==> config.mk <==
export PLATFORM = sky130hd
export DESIGN_NAME = spi_fsm
export DESIGN_NICKNAME = d
export VERILOG_FILES = /design/src/rtl/spi_fsm.sv
export SDC_FILE = /design/constraint.sdc
export NUM_CORES = 1
export LEC_CHECK = 0
export BUFFER_PORTS_ARGS = -buffer_cell sky130_fd_sc_hd__buf_2
export CAP_MARGIN = 20
export CORE_AREA = 2 2 39 41
export CTS_CLUSTER_SIZE = 14
export DETAILED_ROUTE_END_ITERATION = 10
export DIE_AREA = 0 0 41 43
export PLACE_DENSITY = 0.67
export SYNTH_ARGS = -nofsm -noshare
export SYNTH_HDL_FRONTEND = slang
export SYNTH_SLANG_ARGS = --single-unit
==> constraint.sdc <==
create_clock -name clk -period 2 [get_ports clk]
set_input_delay 0.2 -clock clk [delete_from_list [all_inputs] [get_ports clk]]
set_output_delay 0.2 -clock clk [all_outputs]
set_load 0.01 [all_outputs]
==> src/rtl/spi_fsm.sv <==
// Control FSM for the SPI memory peripheral: sequences address latch, shift-register
// parallel load, MISO buffer and data-memory write from chip-select and serial-clock edges.
module spi_fsm #(
  parameter int WIDTH  = 8,
  parameter int COUNTW = 4
) (
  input  logic              clk,
  input  logic              reset,
  input  logic              sClkEdge,
  input  logic              chipSelect,
  input  logic              readWriteBit,
  output logic              addrLatchEnable,
  output logic              srParallelLoad,
  output logic              misoBufferEnable,
  output logic              dmWriteEnable,
  output logic              busy,
  output logic [2:0]        stateOut,
  output logic [COUNTW-1:0] bitCount
);

  typedef enum logic [2:0] {
    IDLE        = 3'd0,
    GET_ADDR    = 3'd1,
    GOT_ADDR    = 3'd2,
    READ_LOAD   = 3'd3,
    READ_SHIFT  = 3'd4,
    WRITE_SHIFT = 3'd5,
    WRITE_MEM   = 3'd6,
    DONE        = 3'd7
  } state_t;

  localparam logic [COUNTW-1:0] LAST = COUNTW'(WIDTH - 1);

  state_t            state_q, state_d;
  logic [COUNTW-1:0] cnt_q, cnt_d;
  logic              ale_q, srl_q, miso_q, dmwe_q, busy_q;

  always_comb begin
    state_d = state_q;
    cnt_d   = cnt_q;
    // CS deassertion wins over any edge or pending strobe
    if (state_q != IDLE && chipSelect) begin
      state_d = IDLE;
      cnt_d   = '0;
    end else begin
      case (state_q)
        IDLE: if (!chipSelect) begin
          state_d = GET_ADDR;
          cnt_d   = '0;
        end
        GET_ADDR: if (sClkEdge) begin
          if (cnt_q == LAST) begin
            state_d = GOT_ADDR;
            cnt_d   = '0;
          end else cnt_d = cnt_q + 1'b1;
        end
        GOT_ADDR:  state_d = readWriteBit ? READ_LOAD : WRITE_SHIFT;
        READ_LOAD: state_d = READ_SHIFT;
        READ_SHIFT: if (sClkEdge) begin
          if (cnt_q == LAST) begin
            state_d = DONE;
            cnt_d   = '0;
          end else cnt_d = cnt_q + 1'b1;
        end
        WRITE_SHIFT: if (sClkEdge) begin
          if (cnt_q == LAST) begin
            state_d = WRITE_MEM;
            cnt_d   = '0;
          end else cnt_d = cnt_q + 1'b1;
        end
        WRITE_MEM: state_d = DONE;
        DONE:      state_d = DONE;
        default:   state_d = IDLE;
      endcase
    end
  end

  // Outputs are decoded from the next state so they register in step with state_q
  always_ff @(posedge clk) begin
    if (reset) begin
      state_q <= IDLE;
      cnt_q   <= '0;
      ale_q   <= 1'b0;
      srl_q   <= 1'b0;
      miso_q  <= 1'b0;
      dmwe_q  <= 1'b0;
      busy_q  <= 1'b0;
    end else begin
      state_q <= state_d;
      cnt_q   <= cnt_d;
      ale_q   <= (state_d == GOT_ADDR);
      srl_q   <= (state_d == READ_LOAD);
      miso_q  <= (state_d == READ_SHIFT);
      dmwe_q  <= (state_d == WRITE_MEM);
      busy_q  <= (state_d != IDLE);
    end
  end

  assign addrLatchEnable  = ale_q;
  assign srParallelLoad   = srl_q;
  assign misoBufferEnable = miso_q;
  assign dmWriteEnable    = dmwe_q;
  assign busy             = busy_q;
  assign stateOut         = state_q;
  assign bitCount         = cnt_q;

endmodule

==> flow_summary_export.csv, run 1 <==
group,metric,value,unit
status,outcome,"finished clean",
placed_design,pre_cts_ws,331,ps
global_route,busiest_layer,"met2",
global_route,use_met2,19.7,%
clock_tree,clk_pin_slew,70,ps
logic_synthesis,async_flop_share,0,%
timing,tns,0,ps
die,die_h,43,um
placed_design,io_buffers,16,
timing,whs,145,ps
setup_path,cp.arrival,1850,ps
clock_tree,postCtsSetupRepairBufs,0,
setup_path,rrSetupSlack,320,ps
layout,final_layout_size_suffix_gt1_share,33.3,%
die,dieArea,0.00176,sq mm
drt,drc,0,
clock_tree,cts_resized,0,
timing,max_freq,0.594,GHz
timing,slew_viol_final,0,
drt,wl_per_cell,11.5,um
logic_synthesis,synth_area_per_cell,9.56,sq um
global_route,grt_pass1_wl,1730,um
layout,area_growth,22.3,%
timing,skew,6.15,ps
drt,wirelength,1050,um
logic_synthesis,synthTopCellsByCount,"dfxtp_1 (12), a21oi_1 (4), nor2_1 (4), nor2b_1 (4), o21ai_0 (4)",
layout,fillers,145,
global_route,antenna_found_initial,0,
layout,final_util,49.0,%
logic_synthesis,yosysUniqueCellTypes,28,
setup_path,slowest_stage,"or4b_4",
placed_design,hpwl,787,um
logic_synthesis,syn_inst,58,
global_route,grt-ovfl-total,0,
logic_synthesis,synth_flop_cell,"dfxtp_1",
logic_synthesis,yosysTopAreaCellShare,43.3,%
placed_design,gp_congestion,0.745,
setup_path,ff2ff_path_depth,4,
logic_synthesis,ys_seq_elements,12,
power_and_ir_drop,power-per-cell-area,682,mW/mm^2
die,initial_core_util,40.1,%
setup_path,crit_type,"reg -> reg",
timing,min_period_over_period,84.2,%
die,die_x,41,um
setup_path,worstPathRequired,2170,ps
timing,finalHoldViolCount,0,
timing,tightestPinTransition,595,ps
drt,vias,475,
logic_synthesis,synth_warnings,0,
clock_tree,holdBufCountCts,0,
drt,viasPerCell,5.22,
global_route,grt_max_degree,14,
clock_tree,insertion_delay,270,ps
global_route,grt_use_total,14.5,%
logic_synthesis,synth_compound_area_share,16.5,%
logic_synthesis,synth_edf_count,0,
timing,period_minus_slack,1680,ps
clock_tree,htree_levels,1,
logic_synthesis,synth_most_common_cell,"dfxtp_1",
die,ios,17,
logic_synthesis,synth_top_area_cell,"dfxtp_1",
power_and_ir_drop,p_leak,0.301,nW
logic_synthesis,yosys.area_share.simple,29.3,%
die,rows,14,
setup_path,cp_max_fo,5,
layout,num_antenna_cells,0,
clock_tree,cts_sinks,12,
logic_synthesis,synth_fa_ha_area_share,2.26,%
clock_tree,clockBufferDepth,2,
clock_tree,clockRootBuffer,"clkbuf_4",
min_path,hold_depth,2,
clock_tree,cts_inserted_buffers,3,
global_route,gr-usage-met3,4.71,%
layout,fin_nets,82,
logic_synthesis,synth-xor-area-share,3.16,%
logic_synthesis,synthTopCellsByArea,"dfxtp_1 (43%), nor2b_1 (4.5%), a21oi_1 (3.6%), o21ai_0 (3.6%), nor4b_1 (3.2%)",
drt,ant_nets,0,
logic_synthesis,synthesis.nets,64,
logic_synthesis,syn_area,554,sq um
drt,dr.first_iter.drc_count,13,
timing,relSlewSlack,59.9,%
logic_synthesis,synth_top_family_by_area,"simple AND/OR/NAND/NOR gates",
setup_path,crit_path_cell_trace,"ha_1 -> and4b_4 -> or4b_4 -> a2111oi_2",
global_route,grt_pass1_vias,394,
clock_tree,cts_tree,"built",
global_route,use_met1,19.5,%
min_path,hold_class,"in -> reg",
timing,grt_setup_unrepaired,"false",
die,core-area,0.00138,sq mm
timing,setup_viol,0,
setup_path,crit_path_max_incr_delay,490,ps
setup_path,critPathLaunchType,"flop",
logic_synthesis,yosys-mux-area-fraction,1.81,%
power_and_ir_drop,peakVddDrop,312,uV
setup_path,end_kind,"flop",
timing,worst_slack,317,ps
drt,drtPass1Iterations,4,
job,cap_viol_max_count,0,
logic_synthesis,ys_seq_area_share,43.3,%
[stage by stage]
step	cell area, sq um	total power (W)	cells
2_1_floorplan	554	0.000267	58
3_3_place_gp	642	0.000279	87
3_5_place_dp	642	0.000280	87
4_1_cts	678	0.000472	91
5_1_grt	678	0.000489	91
6_report	678	0.000463	91
[layout by cell type, fill, tap and decap left out]
cell type / n
mux2i_1: 1
nand3b_1: 2
a2111o_1: 1
nor2b_1: 4
o21ai_0: 4
nand3_1: 1
clkbuf_4: 3
nand2b_1: 2
o211ai_1: 1
buf_2: 16
a2111oi_2: 1
clkbuf_8: 1
or2_2: 1
and4b_1: 1
or4b_4: 1
a311o_1: 1
and4_2: 1
nor4_1: 1
and4b_4: 1
dfxtp_1: 12
o31ai_1: 1
inv_1: 2
nor4b_1: 2
xor2_1: 2
nand2_1: 2
nor3_1: 1
nor2_1: 4
a21oi_1: 4
ha_1: 1
[layer usage]
layer | up-vias | part of all wire [%]
met5 | - | 0
met4 | 0 | 1.1
li1 | 249 | -
met2 | 9 | 49
met3 | 2 | 4.3
met1 | 215 | 45
[registers in the layout (all words and copies together), names as in the netlist]
name	flops
addrLatchEnable	1
bitCount	4
busy	1
dmWriteEnable	1
misoBufferEnable	1
srParallelLoad	1
stateOut	3
[report_power, final]
| part | internal, W | switching [W] | total (W) |
|---|---|---|---|
| sequential | 0.000242 | 0.00000426 | 0.000246 |
| clock | 0.000110 | 0.0000787 | 0.000189 |
| combinational | 0.0000126 | 0.0000149 | 0.0000275 |
| total | 0.000365 | 0.0000978 | 0.000463 |
[worst max-delay path: cells and delay by family, from the launching register on]
| family | cells | cell delay [ps] |
|---|---|---|
| AO/OA/AOI/OAI | 1 | 290 |
| adder cells (fa/ha/maj) | 1 | 250 |
| flip-flops | 1 | 350 |
| AND/OR/NAND/NOR | 2 | 700 |
[cells by family after synthesis]
kind of cell,after synthesis
buffers and inverters,5
xor gates and xnor gates,2
adders and majority gates,1
and+or+nand+nor,24
DFF,12
muxes,1
AOI/OAI and AO/OA,13
[cell type report]
class	instances	area [sq um]	area share, %
well taps	16	20.0	2.95
multi-input cells	41	294	43.4
clock buffers	4	36.3	5.35
repair buffers	16	80.1	11.8
inverters	2	7.51	1.11
flip-flops and latches	12	240	35.4
[worst paths after layout]
path                                 start                     endpoint
setup / recovery  bitCount[0]$_SDFFE_PP0P_  misoBufferEnable$_SDFF_PP0_
hold / removal                       reset   addrLatchEnable$_SDFF_PP0_
setup reg to reg  bitCount[0]$_SDFFE_PP0P_  misoBufferEnable$_SDFF_PP0_
hold reg to reg   bitCount[0]$_SDFFE_PP0P_     bitCount[0]$_SDFFE_PP0P_
Note: power is estimated with default switching activity, not from simulation.
==> inputs of run 2 (changes only) <==
==> config.mk (replaced) <==
export PLATFORM = sky130hd
export DESIGN_NAME = spi_fsm
export DESIGN_NICKNAME = d
export VERILOG_FILES = /design/src/rtl/spi_fsm.sv
export SDC_FILE = /design/constraint.sdc
export NUM_CORES = 1
export LEC_CHECK = 0
export ABC_AREA = 1
export BUFFER_PORTS_ARGS = -buffer_cell sky130_fd_sc_hd__buf_2
export CAP_MARGIN = 20
export CORE_UTILIZATION = 42
export CTS_CLUSTER_SIZE = 14
export DETAILED_ROUTE_END_ITERATION = 10
export PLACE_DENSITY = 0.7
export SYNTH_ARGS = -nofsm -noshare
export SYNTH_HDL_FRONTEND = slang
export SYNTH_SLANG_ARGS = --single-unit
==> constraint.sdc (replaced) <==
create_clock -name clk -period 1.5 [get_ports clk]
set_input_delay 0.15 -clock clk [delete_from_list [all_inputs] [get_ports clk]]
set_output_delay 0.15 -clock clk [all_outputs]
set_load 0.01 [all_outputs]
==> run 2 against run 1 <==
Compared with the run above:
- combinational power grew to 3.5 times the previous value
- sequential share of layout area shrank 0.95 points
- flip-flop and latch count is the same
- power grew 48%
- die area shrank 15%
- cell count grew 22%
- first-iteration DRC count shrank 15%
- utilization grew 11 points
- non-clock buffer count is the same
- final area grew 2.8%
- critical path type unchanged
==> flow_summary_export.csv, run 2 <==
group,metric,value,unit
die,dieArea,0.00149,sq mm
logic_synthesis,async_flop_share,0,%
setup_path,worstPathRequired,1710,ps
logic_synthesis,synth_flop_cell,"dfxtp_1",
placed_design,hpwl,950,um
power_and_ir_drop,internal-power,0.000509,W
clock_tree,htree_levels,1,
power_and_ir_drop,pwr-share-clk,37.2,%
layout,fin_nets,104,
layout,final_common_cell,"nand2_1",
logic_synthesis,synthTopCellsByCount,"nand2_1 (17), dfxtp_1 (12), nor2_1 (10)",
logic_synthesis,yosysUniqueCellTypes,20,
logic_synthesis,synth_top_area_cell,"dfxtp_1",
logic_synthesis,syn_inst,77,
timing,skew,1.13,ps
logic_synthesis,synth_warnings,0,
layout,fillers,120,
power_and_ir_drop,switching_power,0.000177,W
setup_path,crit_type,"reg -> reg",
timing,setup_viol,0,
setup_path,ff2ff_path_depth,9,
clock_tree,cts_resized,0,
clock_tree,clockRootBuffer,"clkbuf_4",
layout,final_util,59.5,%
layout,stdcell_area,697,sq um
clock_tree,cts_sinks,12,
die,die_h,38.6,um
logic_synthesis,synthesis.nets,83,
timing,period_minus_slack,1330,ps
timing,tns,0,ps
die,rows,12,
logic_synthesis,ys_seq_elements,12,
placed_design,gp_congestion,0.800,
global_route,grt_pass1_vias,444,
placed_design,pre_cts_ws,186,ps
die,die_x,38.6,um
drt,wl_per_cell,10.8,um
timing,worst_slack,171,ps
logic_synthesis,synth_most_common_cell,"nand2_1",
layout,num_antenna_cells,0,
setup_path,cp_max_fo,4,
drt,drtPass1Iterations,3,
clock_tree,clk_pin_slew,80,ps
clock_tree,cts_tree,"built",
die,initial_core_util,48.1,%
power_and_ir_drop,p_leak,0.358,nW
layout,final_cell_mix,"nand2_1 (17), buf_2 (16), dfxtp_1 (12)",
power_and_ir_drop,switching_share,25.8,%
timing,grt_setup_unrepaired,"false",
placed_design,io_buffers,16,
setup_path,rrSetupSlack,170,ps
layout,final-seq-area,240,sq um
layout,multi_input_area,282,sq um
logic_synthesis,syn_area,563,sq um
logic_synthesis,synth_area_per_cell,7.31,sq um
power_and_ir_drop,power_frac_comb,13.9,%
global_route,grt-ovfl-total,0,
min_path,hold_depth,2,
die,ios,17,
timing,tightestPinTransition,321,ps
layout,final_layout_size_suffix_gt1_share,33.0,%
layout,largest_reg_flops,4,
setup_path,cp.arrival,1540,ps
layout,area_growth,23.8,%
clock_tree,cts_inserted_buffers,3,
timing,relSlewSlack,78.5,%
timing,finalHoldViolCount,0,
drt,ant_nets,0,
timing,slew_viol_final,0,
timing,max_freq,0.753,GHz
global_route,grt_max_degree,8,
drt,wirelength,1200,um
global_route,antenna_found_initial,0,
placed_design,place_area,661,sq um
job,cap_viol_max_count,0,
clock_tree,postCtsSetupRepairBufs,0,
clock_tree,insertion_delay,270,ps
clock_tree,clockBufferDepth,2,
power_and_ir_drop,p_seq_share,48.9,%
drt,dr.first_iter.drc_count,11,
clock_tree,holdBufCountCts,0,
setup_path,critPathLaunchType,"flop",
logic_synthesis,yosysTopAreaCellShare,42.7,%
setup_path,end_kind,"flop",
power_and_ir_drop,power-per-cell-area,985,mW/mm^2
global_route,grt_pass1_wl,1950,um
logic_synthesis,ys_seq_area_share,42.7,%
status,outcome,"finished clean",
logic_synthesis,synthTopCellsByArea,"dfxtp_1 (43%), nand2_1 (11%), nor2_1 (6.7%), inv_1 (6.0%), a21oi_1 (4.4%)",
power_and_ir_drop,peakVddDrop,626,uV
drt,vias,524,
min_path,hold_class,"in -> reg",
drt,viasPerCell,4.72,
die,core-area,0.00117,sq mm
global_route,grt_use_total,19.8,%
timing,min_period_over_period,88.6,%
drt,drc,0,
logic_synthesis,synth_edf_count,0,
run 2: cell count changes after synthesis, moves of 3 or more:
| cell | change |
|---|---|
| nor2_1 | +6 |
| o21ai_1 | +3 |
| nand2_2 | +4 |
| inv_1 | +7 |
| nor2_2 | +3 |
| nand2_1 | +15 |
| nor2b_1 | -4 |
run 2: critical path, stage by stage, from the launching register on:
cell	delay, ps
dfxtp_1	380
ha_1	200
nand4_1	120
nand2_1	100
nand2_1	50
nand2_1	70
nand2_2	70
nor2_4	100
nand2_2	60
nor2_1	110
run 2: worst paths after layout:
path / endpoint / from
setup / recovery: addrLatchEnable$_SDFF_PP0_ / bitCount[0]$_SDFFE_PP0P_
hold / removal: busy$_SDFF_PP0_ / chipSelect
setup reg to reg: addrLatchEnable$_SDFF_PP0_ / bitCount[0]$_SDFFE_PP0P_
hold reg to reg: bitCount[0]$_SDFFE_PP0P_ / bitCount[0]$_SDFFE_PP0P_
run 2: layout make-up:
cell class,instances,area share [%]
Clock buffer,4,5.21
Inverter,11,5.92
Multi-Input combinational cell,54,40.4
Sequential cell,12,34.5
Tap cell,14,2.51
Timing Repair Buffer,16,11.5
run 2: power groups by stage:
stage | clock network, W | logic (W) | registers (W)
after global routing | 0.000275 | 0.000111 | 0.000337
after detailed placement | 0 | 0.0000948 | 0.000343
after floorplan | 0 | 0.0000591 | 0.000347
after CTS | 0.000265 | 0.0000955 | 0.000335
final | 0.000255 | 0.0000953 | 0.000336
after global placement | 0 | 0.0000930 | 0.000342
run 2: routing by layer:
layer	global-route usage, %	vias to the layer above	part of all wire (%)
met4	10.3	0	0.33
met1	27.0	233	52
met3	3.47	2	2.4
met2	29.6	9	45
li1	-	280	-
met5	0	-	0
run 2: cells by family (layout without fill, tap and decap cells):
kind of cell	after synthesis	in the layout	share of synthesized area [%]
AND/OR/NAND/NOR	40	40	34.7
AO/OA/AOI/OAI	12	12	11.6
flip-flops	12	12	42.7
buffers and inverters	11	31	7.33
adder cells (fa/ha/maj)	1	1	2.22
XOR/XNOR	1	1	1.56
run 2: metrics by stage:
stage          hold slack, ps  total power, W  std cells
3_5_place_dp              377        0.000438        107
2_1_floorplan             217        0.000406         77
5_1_grt                  82.8        0.000723        111
4_1_cts                  81.6        0.000696        111
6_report                 91.5        0.000686        111
3_3_place_gp              373        0.000435        107
